File: config.mk
export PLATFORM = sky130hd
export DESIGN_NAME = shifter_pipe
export DESIGN_NICKNAME = d
export VERILOG_FILES = /design/src/rtl/shifter_pipe.sv
export SDC_FILE = /design/constraint.sdc
export NUM_CORES = 1
export LEC_CHECK = 0
export ABC_AREA = 1
export BUFFER_PORTS_ARGS = -buffer_cell sky130_fd_sc_hd__buf_2
export CAP_MARGIN = 30
export CORE_MARGIN = 2
export CORE_UTILIZATION = 45
export DETAILED_ROUTE_END_ITERATION = 12
export PLACE_DENSITY = 0.65
export SLEW_MARGIN = 20
export SYNTH_ARGS = -nofsm -noshare
export SYNTH_HDL_FRONTEND = slang
export SYNTH_SLANG_ARGS = --single-unit
File: constraint.sdc
create_clock -name clk -period 5.76 [get_ports clk]
set_input_delay 1.152 -clock clk [delete_from_list [all_inputs] [get_ports clk]]
set_output_delay 1.152 -clock clk [all_outputs]
set_load 0.03 [all_outputs]
File: src/rtl/shifter_pipe.sv
// rtl/shifter_pipe.sv - pipelined rotate/shift unit, one log-stage per shift-amount bit
module shifter_pipe #(
    parameter int WIDTH = 8,
    parameter int SHW   = $clog2(WIDTH),
    parameter int TAG_W = 4
) (
    input  logic             clk,
    input  logic             rst_n,
    input  logic             in_valid,
    output logic             in_ready,
    input  logic [WIDTH-1:0] in_a,
    input  logic [SHW-1:0]   in_b,
    input  logic             in_rot,
    input  logic             in_left,
    input  logic             in_sign,
    input  logic [TAG_W-1:0] in_tag,
    output logic             out_valid,
    input  logic             out_ready,
    output logic [WIDTH-1:0] out_data,
    output logic             out_carry,
    output logic             out_zero,
    output logic [TAG_W-1:0] out_tag
);

    logic             v_q     [SHW];
    logic [WIDTH-1:0] data_q  [SHW];
    logic [SHW-1:0]   b_q     [SHW];
    logic             rot_q   [SHW];
    logic             left_q  [SHW];
    logic             sign_q  [SHW];
    logic             carry_q [SHW];
    logic [TAG_W-1:0] tag_q   [SHW];
    logic             zero_q;

    logic             src_v     [SHW];
    logic [WIDTH-1:0] src_data  [SHW];
    logic [SHW-1:0]   src_b     [SHW];
    logic             src_rot   [SHW];
    logic             src_left  [SHW];
    logic             src_sign  [SHW];
    logic             src_carry [SHW];
    logic [TAG_W-1:0] src_tag   [SHW];

    logic [WIDTH-1:0] nxt_data  [SHW];
    logic             nxt_carry [SHW];

    logic stall;

    assign stall    = v_q[SHW-1] && !out_ready;
    assign in_ready = !stall;

    // Stage 0 reads the input port; stage k reads stage k-1's register.
    // The sign bit is stored already qualified by direction and rotate.
    always_comb begin
        src_v[0]     = in_valid;
        src_data[0]  = in_a;
        src_b[0]     = in_b;
        src_rot[0]   = in_rot;
        src_left[0]  = in_left;
        src_sign[0]  = in_sign && !in_left && !in_rot;
        src_carry[0] = 1'b0;
        src_tag[0]   = in_tag;
        for (int k = 1; k < SHW; k++) begin
            src_v[k]     = v_q[k-1];
            src_data[k]  = data_q[k-1];
            src_b[k]     = b_q[k-1];
            src_rot[k]   = rot_q[k-1];
            src_left[k]  = left_q[k-1];
            src_sign[k]  = sign_q[k-1];
            src_carry[k] = carry_q[k-1];
            src_tag[k]   = tag_q[k-1];
        end
    end

    // Carry is the last bit pushed past the edge; for rotates that is the wrapped bit.
    always_comb begin
        for (int k = 0; k < SHW; k++) begin
            logic [WIDTH-1:0] d;
            logic [WIDTH-1:0] lo;
            logic [WIDTH-1:0] hi;
            logic [WIDTH-1:0] fill;
            logic [WIDTH-1:0] cr;
            logic [SHW-1:0]   bsel;
            int               amt;
            amt  = 1 << k;
            d    = src_data[k];
            lo   = d >> (WIDTH - amt);
            hi   = d << (WIDTH - amt);
            cr   = d >> (amt - 1);
            bsel = src_b[k] >> k;
            fill = '0;
            nxt_data[k]  = d;
            nxt_carry[k] = src_carry[k];
            if (bsel[0]) begin
                if (src_left[k]) begin
                    nxt_data[k]  = (d << amt) | (src_rot[k] ? lo : '0);
                    nxt_carry[k] = lo[0];
                end else begin
                    if (src_rot[k])
                        fill = hi;
                    else if (src_sign[k])
                        fill = ~({WIDTH{1'b1}} >> amt) & {WIDTH{d[WIDTH-1]}};
                    nxt_data[k]  = (d >> amt) | fill;
                    nxt_carry[k] = cr[0];
                end
            end
        end
    end

    // Payload only loads behind a valid op, so idle inputs never reach the outputs.
    always_ff @(posedge clk) begin
        if (!rst_n) begin
            for (int k = 0; k < SHW; k++) begin
                v_q[k]     <= 1'b0;
                data_q[k]  <= '0;
                b_q[k]     <= '0;
                rot_q[k]   <= 1'b0;
                left_q[k]  <= 1'b0;
                sign_q[k]  <= 1'b0;
                carry_q[k] <= 1'b0;
                tag_q[k]   <= '0;
            end
            zero_q <= 1'b0;
        end else if (!stall) begin
            for (int k = 0; k < SHW; k++) begin
                v_q[k] <= src_v[k];
                if (src_v[k]) begin
                    data_q[k]  <= nxt_data[k];
                    b_q[k]     <= src_b[k];
                    rot_q[k]   <= src_rot[k];
                    left_q[k]  <= src_left[k];
                    sign_q[k]  <= src_sign[k];
                    carry_q[k] <= nxt_carry[k];
                    tag_q[k]   <= src_tag[k];
                end
            end
            if (src_v[SHW-1])
                zero_q <= (nxt_data[SHW-1] == '0);
        end
    end

    assign out_valid = v_q[SHW-1];
    assign out_data  = data_q[SHW-1];
    assign out_carry = carry_q[SHW-1];
    assign out_zero  = zero_q;
    assign out_tag   = tag_q[SHW-1];

endmodule

# ---- After elaboration in Yosys (flattened, before gate mapping)
# Memories as Yosys holds them, arrays and structs flattened.
# Index checks and enable logic that the tools add are counted.
dict set report word_totals {
  memories 8
  register_bits 1
  inputBits 22
  out_inout_bits 16
  ram_bits 60
}
dict set report op_classes {
  n_reduce_logical 9
  muxes 67
  bitwise 31
}
# name depth word_bits read_ports rd_clocked_by_memory_dff wr line_no
set memory_table {}
lappend memory_table {data_q 3 8 3 0 3 26} ;# logic [WIDTH-1:0] data_q [SHW];
lappend memory_table {tag_q 3 4 3 0 3 32} ;# logic [TAG_W-1:0] tag_q [SHW];
lappend memory_table {b_q 3 3 2 0 3 27} ;# logic [SHW-1:0] b_q [SHW];
lappend memory_table {carry_q 3 1 3 0 3 31} ;# logic carry_q [SHW];
lappend memory_table {left_q 3 1 2 0 3 29} ;# logic left_q [SHW];
lappend memory_table {rot_q 3 1 2 0 3 28} ;# logic rot_q [SHW];
lappend memory_table {{+2 memories} -- -- -- -- -- --}
# op count
set ops {}
lappend ops {{2-to-1 mux 8 bit} 21}
lappend ops {{2-to-1 mux 1 bit} 38}
lappend ops {{bitwise OR 1 bit} 24}
lappend ops {{2-to-1 mux 4 bit} 4}
lappend ops {{2-to-1 mux 3 bit} 3}
lappend ops {{zero test 8 bit} 1}
lappend ops {{bitwise OR 4 x 8 -> 8 bit} 1}
lappend ops {{bitwise OR 6 x 8 -> 8 bit} 1}
lappend ops {{bitwise OR 7 x 8 -> 8 bit} 1}
lappend ops {{bitwise OR 8 x 1 -> 8 bit} 1}
lappend ops {{bitwise OR 8 x 2 -> 8 bit} 1}
lappend ops {{bitwise OR 8 x 4 -> 8 bit} 1}
lappend ops {{zero test 1 bit} 4}
lappend ops {{logical AND 1 bit} 3}
lappend ops {{2-to-1 mux 2 bit} 1}
lappend ops {{AND reduction 2 bit} 1}
lappend ops {{inverter 1 bit} 1}

# ---- Longest topological paths before layout
# Gate-level depths: netlist (run 1).
dict set report logic_depth {
  depth_word 11
  depth_mapped 9
}

# ---- Least setup slack after synthesis (run 1)
# OpenSTA, ideal clock, no wires.
dict set report synth_path {
  path_kind {input-to-reg}
  startpoint {input out_ready}
  endpoint {memory b_q[0][1] in the netlist's numbering (enable)}
  arrival_time_ns 2.769
  cell_stages 4
  slack_ns 2.573
  required_ns 5.342
  setup_time_ns 0.418
  path_cell_list {inv_1 > nand2_2 > inv_1 > o21ai_0}
}
# item line_no
set synth_lines {}
lappend synth_lines {{start, declared} 18} ;# input logic out_ready,
lappend synth_lines {{end, declared} 27}

# ---- Final worst setup path (run 1)
dict set report layout_path {
  startpoint {input out_ready}
  endpoint {output in_ready}
}
dict set report layout_between {
  elab_chain_cells 3
}
# item line_no
set layout_rtl {}
lappend layout_rtl {{zero test 1 bit} 49} ;# assign stall = v_q[SHW-1] && !out_ready;
lappend layout_rtl {{logical AND 1 bit} 49}
lappend layout_rtl {{zero test 1 bit} --}
lappend layout_rtl {{end, declared} 10} ;# output logic in_ready,
# Every way passes these cells.

==> results.toml, run 1 <==
[timing]
maxClockFrequency_ghz = 0.371
fin_crit_ns = 2.70
pin_slew_with_the_least_headroom_to_its_limit_ns = 0.497
finClkSkew_ns = 0.00523
maxSlewViolCount = 0
finalSetupViolCount = 0
max-slew-margin-rel_pct = 66.8
rsz0062_at_grt = "false"
setup_total_negative_slack_ns = 0
finalHoldViolations = 0
min_period_over_period_pct = 46.9

[floorplan]
floorplan.rows = 27
die_y_um = 80.2
core_area_sq_um = 5570
ioPinCount = 38
initial_core_util_pct = 46.9
die_extent_in_x_um = 80.2
die_area_sq_um = 6430

[synthesis]
yosys_warnings = 0
synthesis.area_sq_um = 2610
synth_fp_nets = 301
synth_top_cell_by_area = "sky130_fd_sc_hd__edfxtp_1"
syn_avg_cell_area_sq_um = 9.37
synth_compound_gate_area_share_pct = 11.4
post_synth_num_cell_types = 23
ys_seq_elements = 52
mux_share_of_post_synthesis_cell_area_pct = 0
yosysSeqAreaShare_pct = 59.4
ys.flop_type = "sky130_fd_sc_hd__edfxtp_1"
synth-simple-area-share_pct = 17.4
synth_top_family_by_area = "simple AND/OR/NAND/NOR gates"
synth-edff-count = 51
netlist.area_leader.share_pct = 58.6
synth.most_common_cell = "sky130_fd_sc_hd__nor2_1"
most_area_consuming_cells_after_synthesis = "sky130_fd_sc_hd__edfxtp_1 (59%), sky130_fd_sc_hd__nor2_1 (7.8%), sky130_fd_sc_hd__nand2_1 (6.3%), sky130_fd_sc_hd__inv_1 (6.2%), sky130_fd_sc_hd__a21oi_1 (3.6%)"
synth_async_sr_flop_share_pct = 0
syn_inst = 279
adder_cell_fraction_of_synth_area_pct = 0
post_synth_xor_area_fraction_pct = 0
yosys-top-cells-count = "sky130_fd_sc_hd__nor2_1 (54), sky130_fd_sc_hd__edfxtp_1 (51), sky130_fd_sc_hd__nand2_1 (44)"

[final_layout]
layout-drive-gt1-share_pct = 16.8
fillers = 529
num_antenna_cells = 0
fin_nets = 330
area_growth_syn_to_layout_pct = 9.29
post-route-cell-area_sq_um = 2860
finish.utilization_pct = 51.2

[cts]
maximum_level_of_the_cts_h_tree = 2
cts_post_setup_buffers_inserted = 0
max-clock-path-buffers = 2
cts_root_buffer = "sky130_fd_sc_hd__clkbuf_8"
cts_repair_resize_count = 0
cts-hold-fix-buffers = 0
cts_buffers = 5
worst_skew_pair.late_latency_ns = 0.30
clock_sink_count = 52
cts_tree = "done"
path_clk_slew_ns = 0.09

[setup_path]
worst_setup_path_startpoint = "out_ready"
setup.worst_path.start_class = "input port"
rr_startpoint = "v_q[0][2]"
cp_max_fo = 4
critical_path_arrival_ns = 1.55
required_time_at_the_endpoint_of_the_critical_path_ns = 4.61
critical_path.endpoint_type = "primary output"
worstSetupPathType = "in -> out"
r2r.worst_path.cells = 5

[power_and_ir_drop]
pwr_density_nw_per_um2 = 279
peakVddDrop_mv = 0.102
total_leakage_power_uw = 0.00126

[placement]
detailed_place.area_sq_um = 2770
count_of_buffers_inserted_at_the_top_level_ports = 37
gp_routability_congestion = 0.875
post_detail_place_hpwl_um = 3020

[routing]
drtAntennaViolNets = 0
drt_wl_total_um = 4150
drt_iter0_drc = 67
wl_per_cell_um = 10.9
remaining_drc_errors = 0
via_per_inst = 4.74
vias = 1805
firstDrtPassIters = 4

[grt]
antenna_found_initial = 0
grt-ovfl-total = 0
grt_first_pass_wirelength_um = 7130
vias_in_the_first_global_route = 1626
grt_start_max_net_pins = 46
global_route_usage_over_all_layers_pct = 14.7

[worst_hold_path]
min_delay_path_depth = 2
hp-start = "out_zero"
holdCritPathClass = "reg -> reg"

[flow_run]
drv_cap = 0

[run_status]
status = "finished clean"
==> state kept, by name, indices dropped and copies added (netlist names) <==
name      flops
sign_q        2
out_zero      1
data_q       24
left_q        2
b_q           3
v_q           3
tag_q        12
rot_q         2
carry_q       3
==> cell families after synthesis <==
group,Yosys count
and+or+nand+nor,114
DFF,52
buffers and inverters,64
AOI/OAI and AO/OA,49
==> layout make-up <==
| cell class | count | area, sq um | share of cell area, % |
|---|---|---|---|
| flip-flops and latches | 52 | 1550 | 54.3 |
| multi-input cells | 163 | 752 | 26.3 |
| repair buffers | 39 | 200 | 7.01 |
| inverters | 47 | 179 | 6.26 |
| well taps | 72 | 90.1 | 3.15 |
| clock buffers | 6 | 72.6 | 2.54 |
| clock inverters | 2 | 11.3 | 0.394 |
==> critical path, cell delays in order <==
cell and delay, ns:
sky130_fd_sc_hd__buf_2 0.09, sky130_fd_sc_hd__inv_1 0.05, sky130_fd_sc_hd__nand2_2 0.07, sky130_fd_sc_hd__buf_2 0.18
==> cell usage in the layout, fill, tap and decap left out, drive strengths merged <==
master | netlist | final
clkbuf | 1 | 6
o211ai | 1 | 1
o22ai | 1 | 1
clkinvlp | 0 | 1
buf | 16 | 39
a31oi | 3 | 3
nor2 | 54 | 54
o21ai | 14 | 14
nand3 | 11 | 11
a22oi | 8 | 8
dfxtp | 1 | 1
inv | 44 | 44
nand2 | 46 | 46
or2 | 3 | 3
clkinv | 3 | 4
edfxtp | 51 | 51
a211oi | 1 | 1
a21oi | 19 | 19
o221ai | 2 | 2
==> final timing paths <==
check                  end  slack [ns]
max reg2reg  carry_q[0][0]        4.26
min reg2reg       out_zero        0.48
max               in_ready        3.06
min               out_zero        0.48
==> through the flow <==
step           hold WS [ns]  setup slack (ns)  power [uW]  cells
6_report              0.476              3.06         797    381
5_1_grt               0.503              3.02         841    381
4_1_cts               0.479              3.06         803    381
3_5_place_dp          0.466              3.06         608    373
3_3_place_gp          0.456              3.07         608    373
2_1_floorplan         0.519              2.57         585    279
==> per-layer routing <==
layer / track usage [%] / share of wire, % / vias up
met5: 0 / 0 / -
met4: 8.81 / 4.0 / 0
met3: 3.93 / 5.4 / 15
met2: 24.3 / 48 / 50
met1: 17.0 / 43 / 777
li1: - / - / 963
==> report_power, final <==
part / internal [uW] / switching (uW) / total, uW / leakage, uW
combinational: 41.1 / 85.8 / 127 / 0.000667
sequential: 455 / 17.8 / 473 / 0.000557
clock: 84.4 / 113 / 198 / 0.0000388
total: 580 / 217 / 797 / 0.00126
Note: power is estimated with default switching activity, not from simulation.
==> run 2, diff against run 1 <==
- PLACE_DENSITY: 0.65 -> 0.68
- clock period: 5.76 -> 2.2 ns (I/O delays scaled with it)
==> run 2 against run 1 <==
Via count up 1.9%. Critical path depth up 1. Worst setup slack worse by 2.3 ns. Sequential share of layout area about the same. Sequential power rose to 2.6 times the previous value. Critical endpoint is now data_q[0][12]. Largest cell class unchanged. Highest routed layer unchanged.
==> results.toml, run 2 (synthesis gave the netlist of run 1 again) <==
[floorplan]
core_area_sq_um = 5570
die_extent_in_x_um = 80.2
floorplan.rows = 27
ioPinCount = 38
die_y_um = 80.2
initial_core_util_pct = 46.9
die_area_sq_um = 6430

[final_layout]
layout-drive-gt1-share_pct = 17.2
final-instance-count-excl-fill = 381
finish.utilization_pct = 51.2
fin_nets = 330
post-route-cell-area_sq_um = 2860
most-common-layout-cells = "sky130_fd_sc_hd__nor2_1 (54), sky130_fd_sc_hd__edfxtp_1 (51), sky130_fd_sc_hd__nand2_1 (44), sky130_fd_sc_hd__inv_1 (43), sky130_fd_sc_hd__buf_2 (37)"
largest-register = "data_q"
area_growth_syn_to_layout_pct = 9.24
biggestRegsByFlops = "data_q (24), tag_q (12)"
largest_reg_flops = 24
num_antenna_cells = 0
layout_commonest_cell = "sky130_fd_sc_hd__nor2_1"

[setup_path]
cp_max_fo = 10
setup.worst_path.start_class = "flip-flop"
required_time_at_the_endpoint_of_the_critical_path_ns = 2.24
critical_path.top_delay_family = "flip-flops"
worstSetupPathType = "reg -> reg"
worst-path-buf-inv = 1
critical_path.endpoint_type = "flip-flop"
cp_cell_sequence = "clkinv_1, nand2_1, o21ai_0, a21oi_1, nor2_1"
worst_path_largest_cell_delay_ns = 0.51
critical_path_arrival_ns = 1.51
worst_path_max_delay_cell = "sky130_fd_sc_hd__edfxtp_1"

[cts]
cts-hold-fix-buffers = 0
cts_repair_resize_count = 0
worst_skew_pair.late_latency_ns = 0.30
cts_post_setup_buffers_inserted = 0
cts_root_buffer = "sky130_fd_sc_hd__clkbuf_8"
cts_buffers = 5
max-clock-path-buffers = 2
maximum_level_of_the_cts_h_tree = 2
cts_tree = "done"
clock_sink_count = 52
path_clk_slew_ns = 0.09

[timing]
setup_total_negative_slack_ns = 0
max-slew-margin-rel_pct = 66.6
finalSetupViolCount = 0
min_period_over_period_pct = 66.7
maxClockFrequency_ghz = 0.682
pin_slew_with_the_least_headroom_to_its_limit_ns = 0.500
finalHoldViolations = 0
maxSlewViolCount = 0
fin_crit_ns = 1.47
rsz0062_at_grt = "false"
finClkSkew_ns = 0.00637

[power_and_ir_drop]
pwr_density_nw_per_um2 = 727
total_leakage_power_uw = 0.00127
finalPower_uw = 2070
peakVddDrop_mv = 0.360

[routing]
firstDrtPassIters = 4
via_per_inst = 4.83
drtAntennaViolNets = 0
vias = 1839
wl_per_cell_um = 10.9
drt_iter0_drc = 87
drt_wl_total_um = 4160
remaining_drc_errors = 0

[grt]
grt_use_met2_pct = 25.8
grt_first_pass_wirelength_um = 7190
vias_in_the_first_global_route = 1733
antenna_found_initial = 0
global_route_met1_utilization_pct = 16.6
grtUsageMet3_pct = 3.03
gr-max-usage-layer = "met2"
global_route_usage_over_all_layers_pct = 14.3
grt_start_max_net_pins = 46
grt-ovfl-total = 0

[worst_hold_path]
holdCritPathClass = "in -> reg"

[placement]
detailed_place.area_sq_um = 2770
gp_routability_congestion = 0.868
count_of_buffers_inserted_at_the_top_level_ports = 37
numPlacedInstances = 373
post_detail_place_hpwl_um = 3080

[run_status]
status = "finished clean"

[flow_run]
drv_cap = 0
## run 2: stage by stage
stage	hold WS, ns	setup slack (ns)
finish	0.430	0.733
global route	0.441	0.571
CTS	0.423	0.740
detailed placement	0.463	0.623
global placement	0.456	0.670
floorplan	0.519	0.0677
## run 2: worst paths after layout
| check | from | to | slack [ns] | depth (start not counted) |
|---|---|---|---|---|
| max | left_q[0][0] | data_q[0][12] | 0.73 | 5 |
| min | in_tag[3] | tag_q[0][3] | 0.43 | 3 |
| max reg2reg | left_q[0][0] | data_q[0][12] | 0.73 | 5 |
| min reg2reg | out_zero | out_zero | 0.47 | 2 |
## run 2: final cells by class
cell class	count	area, sq um
clock buffer	5	68.8
clock inverter	3	13.8
fill	543	2720
inverter	47	179
multi-input combinational	163	752
sequential	52	1550
tap	72	90.1
timing repair buffer	39	200
## run 2: worst min-delay path, delay by kind of cell
| kind | cells | cell delay [ns] |
|---|---|---|
| simple gates | 1 | 0.08 |
| buf+inv | 2 | 0.10 |
## run 2: where the power goes
| group | internal (uW) | leakage (uW) | switching, uW |
|---|---|---|---|
| clock | 216 | 0.0000453 | 289 |
| combinational | 108 | 0.000667 | 225 |
| sequential | 1190 | 0.000557 | 45.3 |
| total | 1510 | 0.00127 | 560 |
## run 2: routing by layer
metal,vias to the layer above,part of all wire (%)
met5,-,0
met4,0,1.2
met3,7,4.3
met2,48,50
met1,823,45
li1,961,-
==> run 3, diff against run 2 <==
- ABC_AREA: 1 -> 0
- PLACE_DENSITY: 0.68 -> 0.65
- clock period: 2.2 -> 1.4 ns (I/O delays scaled with it)
==> run 3 against run 2 <==
The flow now finishes with violations (setup timing). Cell count is 12% lower. Sequential share of layout area is 6.6 points lower. Clock-buffer cell count stayed put. Clock skew is 0.00070 ns higher. Critical path depth is 2 lower. Sequential cell count stayed put. Critical path type unchanged. Largest cell class unchanged.
==> results.toml, run 3 <==
[final_layout]
area_growth_syn_to_layout_pct = 24.0
fillers = 469
largest_reg_flops = 24
biggestRegsByFlops = "data_q (24), tag_q (12)"
layout-drive-gt1-share_pct = 37.5
layout_commonest_cell = "sky130_fd_sc_hd__edfxtp_1"
largest-register = "data_q"
multi_input_comb_area_sq_um = 1120
fin_nets = 285
num_antenna_cells = 0
most-common-layout-cells = "sky130_fd_sc_hd__edfxtp_1 (51), sky130_fd_sc_hd__buf_2 (36), sky130_fd_sc_hd__and2_1 (20), sky130_fd_sc_hd__nor2_1 (19), sky130_fd_sc_hd__buf_4 (16)"
final-seq-area_sq_um = 1550

[grt]
grt_first_pass_wirelength_um = 7250
global_route_usage_over_all_layers_pct = 14.8
grt-ovfl-total = 0
grt_start_max_net_pins = 28
antenna_found_initial = 0
vias_in_the_first_global_route = 1572

[routing]
remaining_drc_errors = 0
via_per_inst = 5.31
drtAntennaViolNets = 0
firstDrtPassIters = 4
drt_wl_total_um = 4720
vias = 1784
wl_per_cell_um = 14.1
drt_iter0_drc = 67

[cts]
clock_sink_count = 52
max-clock-path-buffers = 2
maximum_level_of_the_cts_h_tree = 2
cts_root_buffer = "sky130_fd_sc_hd__clkbuf_8"
worst_skew_pair.late_latency_ns = 0.30
cts_buffers = 5
path_clk_slew_ns = 0.10
cts_tree = "done"

[setup_path]
setup.reg_to_reg.worst_slack_ns = -0.06
cp_max_fo = 27
worst_setup_path_startpoint = "v_q[0][0]"
worstSetupPathType = "reg -> reg"
rr_startpoint = "v_q[0][0]"
critical_path_arrival_ns = 1.50
cp-endpoint = "data_q[0][3]"
rr_endpoint = "data_q[0][3]"
critical_path.endpoint_type = "flip-flop"
r2r.worst_path.cells = 3
required_time_at_the_endpoint_of_the_critical_path_ns = 1.44
setup.worst_path.start_class = "flip-flop"

[timing]
maxClockFrequency_ghz = 0.684
pin_slew_with_the_least_headroom_to_its_limit_ns = 0.339
min_period_over_period_pct = 104
hold_ws_ns = 0.250
fin_crit_ns = 1.46
max-slew-margin-rel_pct = 77.4
fin_ws_ns = -0.0622
rsz0062_at_grt = "true"
finalSetupViolCount = 55
finClkSkew_ns = 0.00706
maxSlewViolCount = 0
finalHoldViolations = 0

[synthesis]
synth_compound_gate_area_share_pct = 12.2
post_synth_xor_area_fraction_pct = 0
synth.most_common_cell = "sky130_fd_sc_hd__edfxtp_1"
synth_top_cell_by_area = "sky130_fd_sc_hd__edfxtp_1"
synth_top_family_by_area = "simple AND/OR/NAND/NOR gates"
yosys-top-cells-count = "sky130_fd_sc_hd__edfxtp_1 (51), sky130_fd_sc_hd__and2_1 (22), sky130_fd_sc_hd__nor2_1 (19)"
syn_inst = 219
netlist.area_leader.share_pct = 58.5
syn_avg_cell_area_sq_um = 12.0
synth-edff-count = 51
yosysSeqAreaShare_pct = 59.2
synth_fp_nets = 241
yosys_warnings = 0
post_synth_num_cell_types = 33
most_area_consuming_cells_after_synthesis = "sky130_fd_sc_hd__edfxtp_1 (58%), sky130_fd_sc_hd__and2_1 (5.3%), sky130_fd_sc_hd__mux2i_1 (5.0%), sky130_fd_sc_hd__a211oi_1 (4.3%), sky130_fd_sc_hd__nor2_1 (2.7%)"
synth_async_sr_flop_share_pct = 0
ys.flop_type = "sky130_fd_sc_hd__edfxtp_1"
adder_cell_fraction_of_synth_area_pct = 0
synthesis.area_sq_um = 2620
synth-simple-area-share_pct = 17.9
ys_seq_elements = 52
mux_share_of_post_synthesis_cell_area_pct = 5.40

[placement]
gp_routability_congestion = 0.844
post_detail_place_hpwl_um = 2990
count_of_buffers_inserted_at_the_top_level_ports = 37

[floorplan]
ioPinCount = 38
die_extent_in_x_um = 80.3
floorplan.rows = 27
die_area_sq_um = 6450
initial_core_util_pct = 47.0
die_y_um = 80.3
core_area_sq_um = 5570

[power_and_ir_drop]
pwr_density_nw_per_um2 = 1110
peakVddDrop_mv = 0.478
finalPower_uw = 3610
total_leakage_power_uw = 0.00126

[run_status]
violations = "setup timing"
status = "finished, violations left"

[worst_hold_path]
holdCritPathClass = "in -> reg"
hp-start = "in_tag[0]"

[flow_run]
drv_cap = 0
==> run 3: timing repair <==
| action | CTS | global route |
|---|---|---|
| buffers inserted | 2 | 3 |
| endpoints found under the setup margin | 24 | 51 |
| gates resized for setup | 5 | 17 |
| hold buffers | 0 | 0 |
| pin swaps | 0 | 1 |
| cloned | 0 | 4 |
==> run 3: through the flow <==
| step | TNS [ns] | worst slack [ns] | utilization (%) | area [sq um] | instances |
|---|---|---|---|---|---|
| floorplan | -6.27 | -0.142 | - | 2700 | 219 |
| global placement | -1.47 | -0.0995 | 52.9 | 2950 | 319 |
| detailed placement | -1.55 | -0.101 | 52.9 | 2950 | 319 |
| CTS | -0.0673 | -0.0159 | 55.6 | 3100 | 329 |
| global route | -4.02 | -0.0916 | 58.3 | 3250 | 336 |
| finish | -1.82 | -0.0622 | 58.3 | 3250 | 336 |
==> run 3: report_power, final <==
group	switching, uW	internal [uW]	total, uW
registers	80.0	1860	1940
logic	366	263	628
clock network	500	539	1040
==> run 3: critical path, stage by stage, from the launching register on <==
cell and delay (ns):
sky130_fd_sc_hd__edfxtp_1 0.53, sky130_fd_sc_hd__o311ai_4 0.35, sky130_fd_sc_hd__buf_12 0.25, sky130_fd_sc_hd__a211oi_1 0.07
==> run 3: worst min-delay path by stage <==
stage	to	cells after the start	slack, ns
detailed placement	out_zero	2	0.48
floorplan	b_q[0][1]	1	0.48
global route	tag_q[0][0]	2	0.23
finish	tag_q[0][0]	2	0.25
global placement	out_zero	2	0.48
CTS	tag_q[0][0]	2	0.24
==> run 3: cell type report <==
cell class,instances,share of cell area (%)
multi-input cells,147,34.6
clock inverters,3,1.43
inverters,1,0.116
clock buffers,5,2.12
repair buffers,56,11.2
flip-flops and latches,52,47.8
well taps,72,2.77
==> run 3: kinds of logic after synthesis <==
| group | Yosys count |
|---|---|
| multiplexers | 14 |
| AO/OA/AOI/OAI | 45 |
| buffers and inverters | 24 |
| AND/OR/NAND/NOR | 84 |
| flip-flops | 52 |
==> run 3: per-layer routing <==
metal	GRT usage (%)	up-vias	wire [um]
li1	-	890	-
met1	17.5	834	1950
met2	25.7	57	2510
met3	3.60	3	205
met4	6.44	0	48
met5	0	-	0
